[config.mk]
export PLATFORM = sky130hd
export DESIGN_NAME = lgs_rr_ctrl
export DESIGN_NICKNAME = d
export VERILOG_FILES = /design/src/rtl/lgs_rr_ctrl.sv
export SDC_FILE = /design/constraint.sdc
export NUM_CORES = 1
export LEC_CHECK = 0
export ABC_AREA = 1
export CAP_MARGIN = 15
export CELL_PAD_IN_SITES_DETAIL_PLACEMENT = 0
export CELL_PAD_IN_SITES_GLOBAL_PLACEMENT = 1
export CORE_MARGIN = 2
export CORE_UTILIZATION = 35
export CTS_CLUSTER_DIAMETER = 50
export DETAILED_ROUTE_END_ITERATION = 16
export MAX_ROUTING_LAYER = met4
export PLACE_DENSITY_LB_ADDON = 0.1
export RECOVER_POWER = 25
export SLEW_MARGIN = 30
export SYNTH_ARGS = -nofsm -noshare
export SYNTH_HDL_FRONTEND = slang
export SYNTH_SLANG_ARGS = --single-unit
[constraint.sdc]
create_clock -name clk -period 3.7 [get_ports clk]
set_clock_uncertainty 0.2 [all_clocks]
set_input_delay 1.11 -clock clk [delete_from_list [all_inputs] [get_ports clk]]
set_output_delay 1.11 -clock clk [all_outputs]
set_load 0.01 [all_outputs]
[src/rtl/lgs_rr_ctrl.sv]
// Round-robin request arbiter with override-gated channel status; optional grant timeout via LGS_RR_TIMEOUT_EN.
// Latency: grant 1 cycle after sampled request, release 1 cycle after ack/ovr/withdrawal; ch_a/ch_b/idle lag inputs 1 cycle.
// Backpressure: pass=0 or ovr=1 holds off new grants; a grant is held until ack, ovr, withdrawal or timeout.
module lgs_rr_ctrl #(
    parameter int NREQ     = 7,
    parameter int NCH      = 2,
    parameter int HOLD_CYC = 16
) (
    input  logic            clk,
    input  logic            rst,
    input  logic [NREQ-1:0] req,
    input  logic            pass,
    input  logic            ovr,
    input  logic            ack,
    input  logic [NCH-1:0]  ch_en,
    input  logic            src_a,
    input  logic            src_b,
    output logic [NREQ-1:0] gnt,
    output logic            gnt_vld,
    output logic            idle,
    output logic [NCH-1:0]  ch_a,
    output logic [NCH-1:0]  ch_b,
    output logic            to_flag
);

    localparam int PW = $clog2(NREQ);
    localparam logic [PW:0]   NREQ_W = (PW+1)'(NREQ);
    localparam logic [PW-1:0] LAST_IDX = PW'(NREQ - 1);

    typedef enum logic {
        S_IDLE  = 1'b0,
        S_GRANT = 1'b1
    } state_t;

    state_t          state_q, state_d;
    logic [PW-1:0]   ptr_q, ptr_d;
    logic [PW-1:0]   gidx_q, gidx_d;
    logic [PW-1:0]   gidx_inc;
    logic [PW-1:0]   sel_idx;
    logic            sel_found;
    logic            idle_q, idle_d;
    logic [NCH-1:0]  ch_a_q, ch_a_d;
    logic [NCH-1:0]  ch_b_q, ch_b_d;

`ifdef LGS_RR_TIMEOUT_EN
    localparam int HW = $clog2(HOLD_CYC);
    localparam logic [HW-1:0] HMAX = HW'(HOLD_CYC - 1);

    logic [HW-1:0] hcnt_q, hcnt_d;
    logic          to_flag_q, to_flag_d;
    logic          hold_done;

    assign hold_done = (hcnt_q == HMAX);
`else
    logic unused_hold_cyc;
    assign unused_hold_cyc = (HOLD_CYC > 0);
`endif

    // First set request at or above ptr, wrapping past NREQ-1 back to 0.
    always_comb begin
        logic [PW:0]   sum;
        logic [PW-1:0] idx;
        sel_found = 1'b0;
        sel_idx   = '0;
        sum       = '0;
        idx       = '0;
        for (int i = 0; i < NREQ; i++) begin
            sum = {1'b0, ptr_q} + (PW+1)'(i);
            if (sum >= NREQ_W) begin
                sum = sum - NREQ_W;
            end
            idx = sum[PW-1:0];
            if (!sel_found && req[idx]) begin
                sel_found = 1'b1;
                sel_idx   = idx;
            end
        end
    end

    always_comb begin
        gidx_inc = '0;
        if (gidx_q != LAST_IDX) begin
            gidx_inc = gidx_q + 1'b1;
        end
    end

    always_comb begin
        state_d   = state_q;
        ptr_d     = ptr_q;
        gidx_d    = gidx_q;
`ifdef LGS_RR_TIMEOUT_EN
        hcnt_d    = hcnt_q;
        to_flag_d = to_flag_q;
`endif
        case (state_q)
            S_IDLE: begin
                if (pass && !ovr && sel_found) begin
                    gidx_d  = sel_idx;
                    state_d = S_GRANT;
`ifdef LGS_RR_TIMEOUT_EN
                    hcnt_d  = '0;
`endif
                end
            end
            S_GRANT: begin
                if (ovr) begin
                    state_d = S_IDLE;
                end else if (ack) begin
                    state_d = S_IDLE;
                    ptr_d   = gidx_inc;
                end else if (!req[gidx_q]) begin
                    state_d = S_IDLE;
                end
`ifdef LGS_RR_TIMEOUT_EN
                else if (hold_done) begin
                    state_d   = S_IDLE;
                    ptr_d     = gidx_inc;
                    to_flag_d = 1'b1;
                end else begin
                    hcnt_d = hcnt_q + 1'b1;
                end
`endif
            end
            default: begin
                state_d = S_IDLE;
            end
        endcase
    end

    always_comb begin
        idle_d = (req == '0) && pass;
        ch_a_d = ch_en & {NCH{~ovr & src_a}};
        ch_b_d = ch_en & {NCH{~ovr & src_b}};
    end

    always_ff @(posedge clk) begin
        if (rst) begin
            state_q   <= S_IDLE;
            ptr_q     <= '0;
            gidx_q    <= '0;
            idle_q    <= 1'b0;
            ch_a_q    <= '0;
            ch_b_q    <= '0;
`ifdef LGS_RR_TIMEOUT_EN
            hcnt_q    <= '0;
            to_flag_q <= 1'b0;
`endif
        end else begin
            state_q   <= state_d;
            ptr_q     <= ptr_d;
            gidx_q    <= gidx_d;
            idle_q    <= idle_d;
            ch_a_q    <= ch_a_d;
            ch_b_q    <= ch_b_d;
`ifdef LGS_RR_TIMEOUT_EN
            hcnt_q    <= hcnt_d;
            to_flag_q <= to_flag_d;
`endif
        end
    end

    always_comb begin
        gnt = '0;
        if (state_q == S_GRANT) begin
            gnt[gidx_q] = 1'b1;
        end
    end

    assign gnt_vld = (state_q == S_GRANT);
    assign idle    = idle_q;
    assign ch_a    = ch_a_q;
    assign ch_b    = ch_b_q;
`ifdef LGS_RR_TIMEOUT_EN
    assign to_flag = to_flag_q;
`else
    assign to_flag = 1'b0;
`endif

endmodule

==> metrics.md, run 1 <==
| Metric | Value |
|---|---|
| Leading area contributor after synthesis | nand2_1 |
| Reg2reg path depth | 18 |
| Final Setup Violations | 0 |
| Pin count of the biggest net entering global routing | 11 |
| Total negative slack | 0 ns |
| Longest Clk Path Bufs | 2 |
| Worst flop-to-flop path endpoint | gidx_q[1] |
| Antenna violations before repair | 0 |
| Seq/Total Area, Yosys | 0.1162 |
| Routed vias/inst | 5.098 |
| Yosys warnings | 0 |
| Asr flop ratio synth | 0 |
| Hold Path Class | reg -> reg |
| Die Span Y | 80.87 um |
| Leading cell types by total area after synthesis | nand2_1, nand3_1, dfxtp_1 |
| Final Critical Period | 3.120 ns |
| Die width | 80.87 um |
| Crit path max-delay family | simple AND/OR/NAND/NOR gates |
| Final wirelength | 6140 um |
| Synth Instances | 344 |
| WL/cell | 13.67 um |
| CP bufs+invs | 2 |
| Final Hold Viols | 0 |
| Cts hold-fix bufs | 0 |
| DP HPWL | 5133 um |
| Slew HR | 0.6699 |
| Postcts setup bufs | 0 |
| Reg2reg start | ptr_q[0] |
| Avg Cell Area, Syn | 6.012 sq um |
| Clock buffers created by TritonCTS | 3 |
| Clock Latency Late Sink | 0.24 ns |
| Global-route usage over all layers | 0.2067 |
| Post-synth EDFFs | 0 |
| Startpoint Class | primary input |
| Layout cells sized above 1 | 0.1220 |
| GP Congestion | 0.9138 |
| Core area | 5608 sq um |
| Fin. max-slew vios | 0 |
| Crit path arrival time | 3.06 ns |
| Worst vdd ir | 0.1655 mV |
| Period Utilization, post-route | 0.8433 |
| Ports | 30 |
| Kind of critical path | in -> reg |
| Hold Crit Depth | 2 |
| DRT Pass-1 Iters | 5 |
| DR DRC count | 0 |
| WP depth | 13 |
| Root Driver | clkbuf_8 |
| FF+latch count, synth | 12 |
| CTS clk-pin slew, worst paths | 0.05 ns |
| Starting Density | 0.3688 |
| Critical Path Most Common Cell | nand3_1 |
| Post-synth top area share | 0.1579 |
| Routed Antenna Nets | 0 |
| First-pass GRT wire length | 10440 um |
| Slowest stage cell on the critical path | clkdlybuf4s50_1 |
| Nets@finish | 408 |
| Biggest cell delay along the critical path | 0.46 ns |
| CP Cell Sequence | clkdlybuf4s50_1 -> inv_1 -> nand3_1 -> nand3_1 -> nand3_1 -> nand2_2 -> nand2_4 -> nor2_8 -> nand4_4 -> o21bai_2 -> nand2_1 -> nand2_1 -> nor2_2 |
| Hold_sp | gnt_vld |
| Post_cts resized | 0 |
| Vias in the first global route | 2104 |
| Iter 0 DRT Violations | 138 |
| Fmax | 320.5 MHz |
| Rows | 27 |
| Congestion Overflow GR | 0 |
| Htree depth | 1 |
| Worst Path Required | 3.64 ns |
| RSZ-0062 raised after global routing | false |
| Via count | 2289 |
| Most used DFF post-synth | dfxtp_1 |
| Synthesized area | 2068 sq um |
| Non-Filler Instances | 449 |
| Dpl cells | 445 |
| Status | complete, no violations |
| R2R Setup Slk | 0.62 ns |
| Post-synth top cells | nand2_1, nand3_1, inv_1, nor2_1, o21ai_0 |
| Peak fanout along the critical path | 7 |
| Crit end category | register |
| Netlist cell types | 41 |
| Layout overhead on the synthesized area | 20.33% |
| Syn_nets | 374 |
| IO buf count | 28 |
| Slew @ Worst Pin | 0.4914 ns |
| Hold EP | gnt_vld |
| Ant diodes | 0 |
| Count leader, synth | nand2_1 |
| Max cap viols | 0 |
| CTS tree | yes |
| PwrDens | 198.5 nW/um^2 |
| Clock Sinks | 12 |
| Pleak | 1.208 nW |
| Die area | 6540 sq um |
## sequential cells by signal, summed over array words and instances (netlist names)
register / cells
ch_b: 2
gnt_vld: 1
ptr_q: 3
idle: 1
gidx_q: 3
ch_a: 2
## placed cells by master, fill, tap and decap left out, types with 2 or more instances in the layout
cell type | Yosys | routed
a21oi_1 | 6 | 6
a31oi_1 | 3 | 3
buf_4 | 1 | 5
clkbuf_8 | 0 | 4
clkdlybuf4s50_1 | 0 | 25
dfxtp_1 | 12 | 12
dlygate4sd3_1 | 0 | 3
ha_1 | 13 | 13
inv_1 | 48 | 48
inv_2 | 4 | 4
nand2_1 | 87 | 87
nand2_2 | 13 | 13
nand2_4 | 5 | 5
nand3_1 | 53 | 53
nand4_1 | 7 | 7
nor2_1 | 24 | 24
nor2_2 | 2 | 2
nor3_1 | 10 | 10
o211ai_1 | 7 | 7
o21ai_0 | 16 | 16
o21ai_1 | 7 | 7
o21ai_2 | 3 | 3
xor2_4 | 2 | 2
## tightest hold or removal path: cells and delay by family, from the launching register on
family	cells	cell delay, ns
compound gates	2	0.17
flops	1	0.34
## metal layers
| metal | track usage | part of all wire | vias to the layer above | wire (um) |
|---|---|---|---|---|
| li1 | - | - | 1194 | - |
| met1 | 0.3146 | 0.52 | 1021 | 3220 |
| met2 | 0.3025 | 0.42 | 70 | 2564 |
| met3 | 0.02000 | 0.050 | 4 | 304 |
| met4 | 0.02203 | 0.0083 | 0 | 51 |
| met5 | - | 0 | - | 0 |
## cell families (layout without fill, tap and decap cells)
| logic type | Yosys count | in the layout | synth area share |
|---|---|---|---|
| AOI/OAI and AO/OA | 48 | 48 | 0.1506 |
| xor gates and xnor gates | 3 | 3 | 0.03448 |
| adders and majority gates | 14 | 14 | 0.08833 |
| buffers and inverters | 58 | 91 | 0.1198 |
| DFF | 12 | 12 | 0.1162 |
| other | 1 | 1 | 0.001813 |
| and+or+nand+nor | 208 | 208 | 0.4888 |
## per-stage QoR
step / worst slack (ns) / area, sq um / util / total power, mW / hold WS [ns]
2_1_floorplan: 0.9120 / 2068 / - / 0.2885 / 0.3375
3_3_place_gp: 0.3475 / 2434 / 0.4340 / 0.3536 / 0.3774
3_5_place_dp: 0.3327 / 2434 / 0.4340 / 0.3523 / 0.3512
4_1_cts: 0.5831 / 2489 / 0.4438 / 0.4982 / 0.3606
5_1_grt: 0.2679 / 2489 / 0.4438 / 0.5327 / 0.3869
6_report: 0.5800 / 2489 / 0.4438 / 0.4940 / 0.3673
## power by group
group	switching, mW	internal, mW	total (mW)	leakage, nW
clock	0.0485	0.0940	0.143	0.0288
sequential	0.00539	0.134	0.140	0.0978
combinational	0.137	0.0748	0.212	1.08
total	0.191	0.303	0.494	1.21
## area by class of cell
cell class / count / area [sq um]
Clock buffer: 4 / 55.05
Inverter: 54 / 205.2
Tap cell: 72 / 90.09
Fill cell: 616 / 3119
Multi-Input combinational cell: 274 / 1580
Sequential cell: 12 / 240.2
Timing Repair Buffer: 33 / 317.8
## worst max-delay path by stage
stage	from	endpoint
final	req[5]	gidx_q[1]
after global routing	ptr_q[0]	gidx_q[1]
after CTS	req[5]	gidx_q[1]
after detailed placement	req[5]	gidx_q[1]
after global placement	req[5]	gidx_q[1]
after floorplan	ptr_q[1]	gidx_q[1]
No activity file was read; power rests on OpenSTA's default activity.
==> run 2: changes to the inputs <==
==> constraint.sdc (replaced) <==
create_clock -name clk -period 3 [get_ports clk]
set_clock_uncertainty 0.2 [all_clocks]
set_input_delay 0.9 -clock clk [delete_from_list [all_inputs] [get_ports clk]]
set_output_delay 0.9 -clock clk [all_outputs]
set_load 0.01 [all_outputs]
==> run 2 against run 1 <==
Cell count rose by 4.7%. Die area unchanged. Sequential share of layout area is 0.70 points lower. Total power increased by 29%. Combinational power up 33%. Critical path depth is 10 lower. Critical path type is now reg -> out. Critical endpoint is now gnt[0]. Largest cell class unchanged.
==> metrics.md, run 2 (synthesis results as in run 1) <==
| Metric | Value |
|---|---|
| Worst Path Required | 1.90 ns (-1.74 ns) |
| WL/cell | 13.51 um (-1.2%) |
| Final Critical Period | 2.825 ns |
| Slew @ Worst Pin | 0.5043 ns (+0.01286 ns) |
| Die width | 80.87 um (unchanged) |
| Max cap viols | 0 (unchanged) |
| Kind of critical path | reg -> out |
| IO buf count | 28 (unchanged) |
| Clock Sinks | 12 (unchanged) |
| DRT Pass-1 Iters | 5 (unchanged) |
| Ports | 30 (unchanged) |
| Htree depth | 1 (unchanged) |
| Layout cells sized above 1 | 0.2060 (+0.08401) |
| DR DRC count | 0 (unchanged) |
| Final Hold Viols | 0 (unchanged) |
| Ant diodes | 0 (unchanged) |
| CTS clk-pin slew, worst paths | 0.05 ns (about the same) |
| Startpoint Class | register |
| Worst vdd ir | 0.1287 mV (-22%) |
| Final wirelength | 6348 um (+3.4%) |
| DP HPWL | 5256 um (+2.4%) |
| Antenna violations before repair | 0 (unchanged) |
| Pin count of the biggest net entering global routing | 11 (unchanged) |
| Layout overhead on the synthesized area | 31.82% |
| Fin. max-slew vios | 0 (unchanged) |
| Crit path arrival time | 1.72 ns (-1.34 ns) |
| R2R Setup Slk | 0.21 ns (-0.41 ns) |
| Cts hold-fix bufs | 0 (unchanged) |
| Peak fanout along the critical path | 9 (+2) |
| Core area | 5608 sq um (unchanged) |
| Vias in the first global route | 2115 (+0.52%) |
| Die Span Y | 80.87 um (unchanged) |
| Filler cells | 595 (-3.4%) |
| Biggest cell delay along the critical path | 0.57 ns (+0.11 ns) |
| Nets@finish | 429 (+5.1%) |
| Most common cell after layout, fill and taps aside | nand2_1 |
| Routed vias/inst | 4.970 (-2.5%) |
| CP Cell Sequence | clkinv_1 -> nor3_1 -> clkdlybuf4s50_1 |
| Period Utilization, post-route | 0.9416 |
| Rows | 27 (unchanged) |
| Hold Path Class | reg -> reg |
| Slew HR | 0.6612 (-0.008637) |
| Most frequent cells in the layout | nand2_1, nand3_1, inv_1 |
| Fin util | 0.4862 (+0.04239) |
| First-pass GRT wire length | 10520 um (+0.80%) |
| Longest Clk Path Bufs | 2 (unchanged) |
| GP Congestion | 0.9282 (+1.6%) |
| CTS tree | yes |
| Setup WS post-layout | 0.1753 ns (-0.4046 ns) |
| Global-route usage over all layers | 0.2092 (+0.002434) |
| Biggest regs | gidx_q x3, ptr_q x3 |
| Die area | 6540 sq um (unchanged) |
| Post-placement worst setup slack | 0.02725 ns (-0.3055 ns) |
| Pleak | 1.331 nW (+10%) |
| Final Setup Violations | 0 (unchanged) |
| Status | complete, no violations |
| Reg2reg path depth | 17 (-1) |
| PwrDens | 234.1 nW/um^2 (+18%) |
| Routed Antenna Nets | 0 (unchanged) |
| Starting Density | 0.3688 (unchanged) |
| Iter 0 DRT Violations | 212 (+54%) |
| Clock buffers created by TritonCTS | 3 (unchanged) |
| Via count | 2336 (+2.1%) |
| Root Driver | clkbuf_8 |
| Crit end category | primary output |
| Slowest stage cell on the critical path | clkdlybuf4s50_1 |
| Congestion Overflow GR | 0 (unchanged) |
| Clock Latency Late Sink | 0.25 ns (about the same) |
| Hold Crit Depth | 4 (+2) |
| Fmax | 354.0 MHz |
-- run 2: cell types whose count changed in the layout (fill, tap and decap cells not counted), moves of 2 or more --
cell	before	now
buf_4	5	26
ha_1	13	11
ha_4	0	2
nand2_1	87	84
nand2_4	5	7
nand3_1	53	50
nand3_2	0	3
o21ai_0	16	14
o21ai_2	3	6
-- run 2: through the flow --
stage                     setup TNS [ns]  power [mW]  cell area [sq um]  cells  hold slack [ns]
after floorplan                        0      0.3559               2068    344           0.3375
after global placement                 0      0.4489               2569    463           0.4028
after detailed placement               0      0.4489               2569    463           0.4099
after CTS                              0      0.6311               2624    467           0.4250
after global routing            -0.04501      0.6901               2726    470           0.4459
final                                  0      0.6381               2726    470           0.4256
-- run 2: where the power goes --
group / switching [mW] / internal (mW)
clock: 0.0659 / 0.116
combinational: 0.173 / 0.110
sequential: 0.00764 / 0.165
total: 0.247 / 0.392
-- run 2: path summary, 6_finish.rpt --
path | from | end
worst max-delay path | gnt_vld | gnt[0]
worst min-delay path | gidx_q[2] | gidx_q[2]
worst max register to register | ptr_q[0] | gidx_q[1]
worst min register to register | gidx_q[2] | gidx_q[2]
-- run 2: final cells by class --
cell class / instances / area [sq um] / area share
multi-input cells: 274 / 1654 / 0.6067
repair buffers: 54 / 475.5 / 0.1744
flip-flops and latches: 12 / 244.0 / 0.08949
inverters: 54 / 207.7 / 0.07618
well taps: 72 / 90.09 / 0.03304
clock buffers: 4 / 55.05 / 0.02019
-- run 2: worst max-delay path, delay by kind of cell, from the launching register on --
family	cells	cell delay, ns
DFF	1	0.42
buffers and inverters	2	0.83
and+or+nand+nor	1	0.23
-- run 2: timing repair --
item | CTS | global route
endpoints found under the setup margin | 0 | 4
gates resized for setup | 0 | 22
buffers inserted | 0 | 3
-- run 2: layer usage --
metal / up-vias / track usage / share of wire
li1: 1236 / - / -
met1: 1031 / 0.3168 / 0.52
met2: 59 / 0.2917 / 0.42
met3: 10 / 0.03778 / 0.051
met4: 0 / 0.02881 / 0.012
met5: - / - / 0
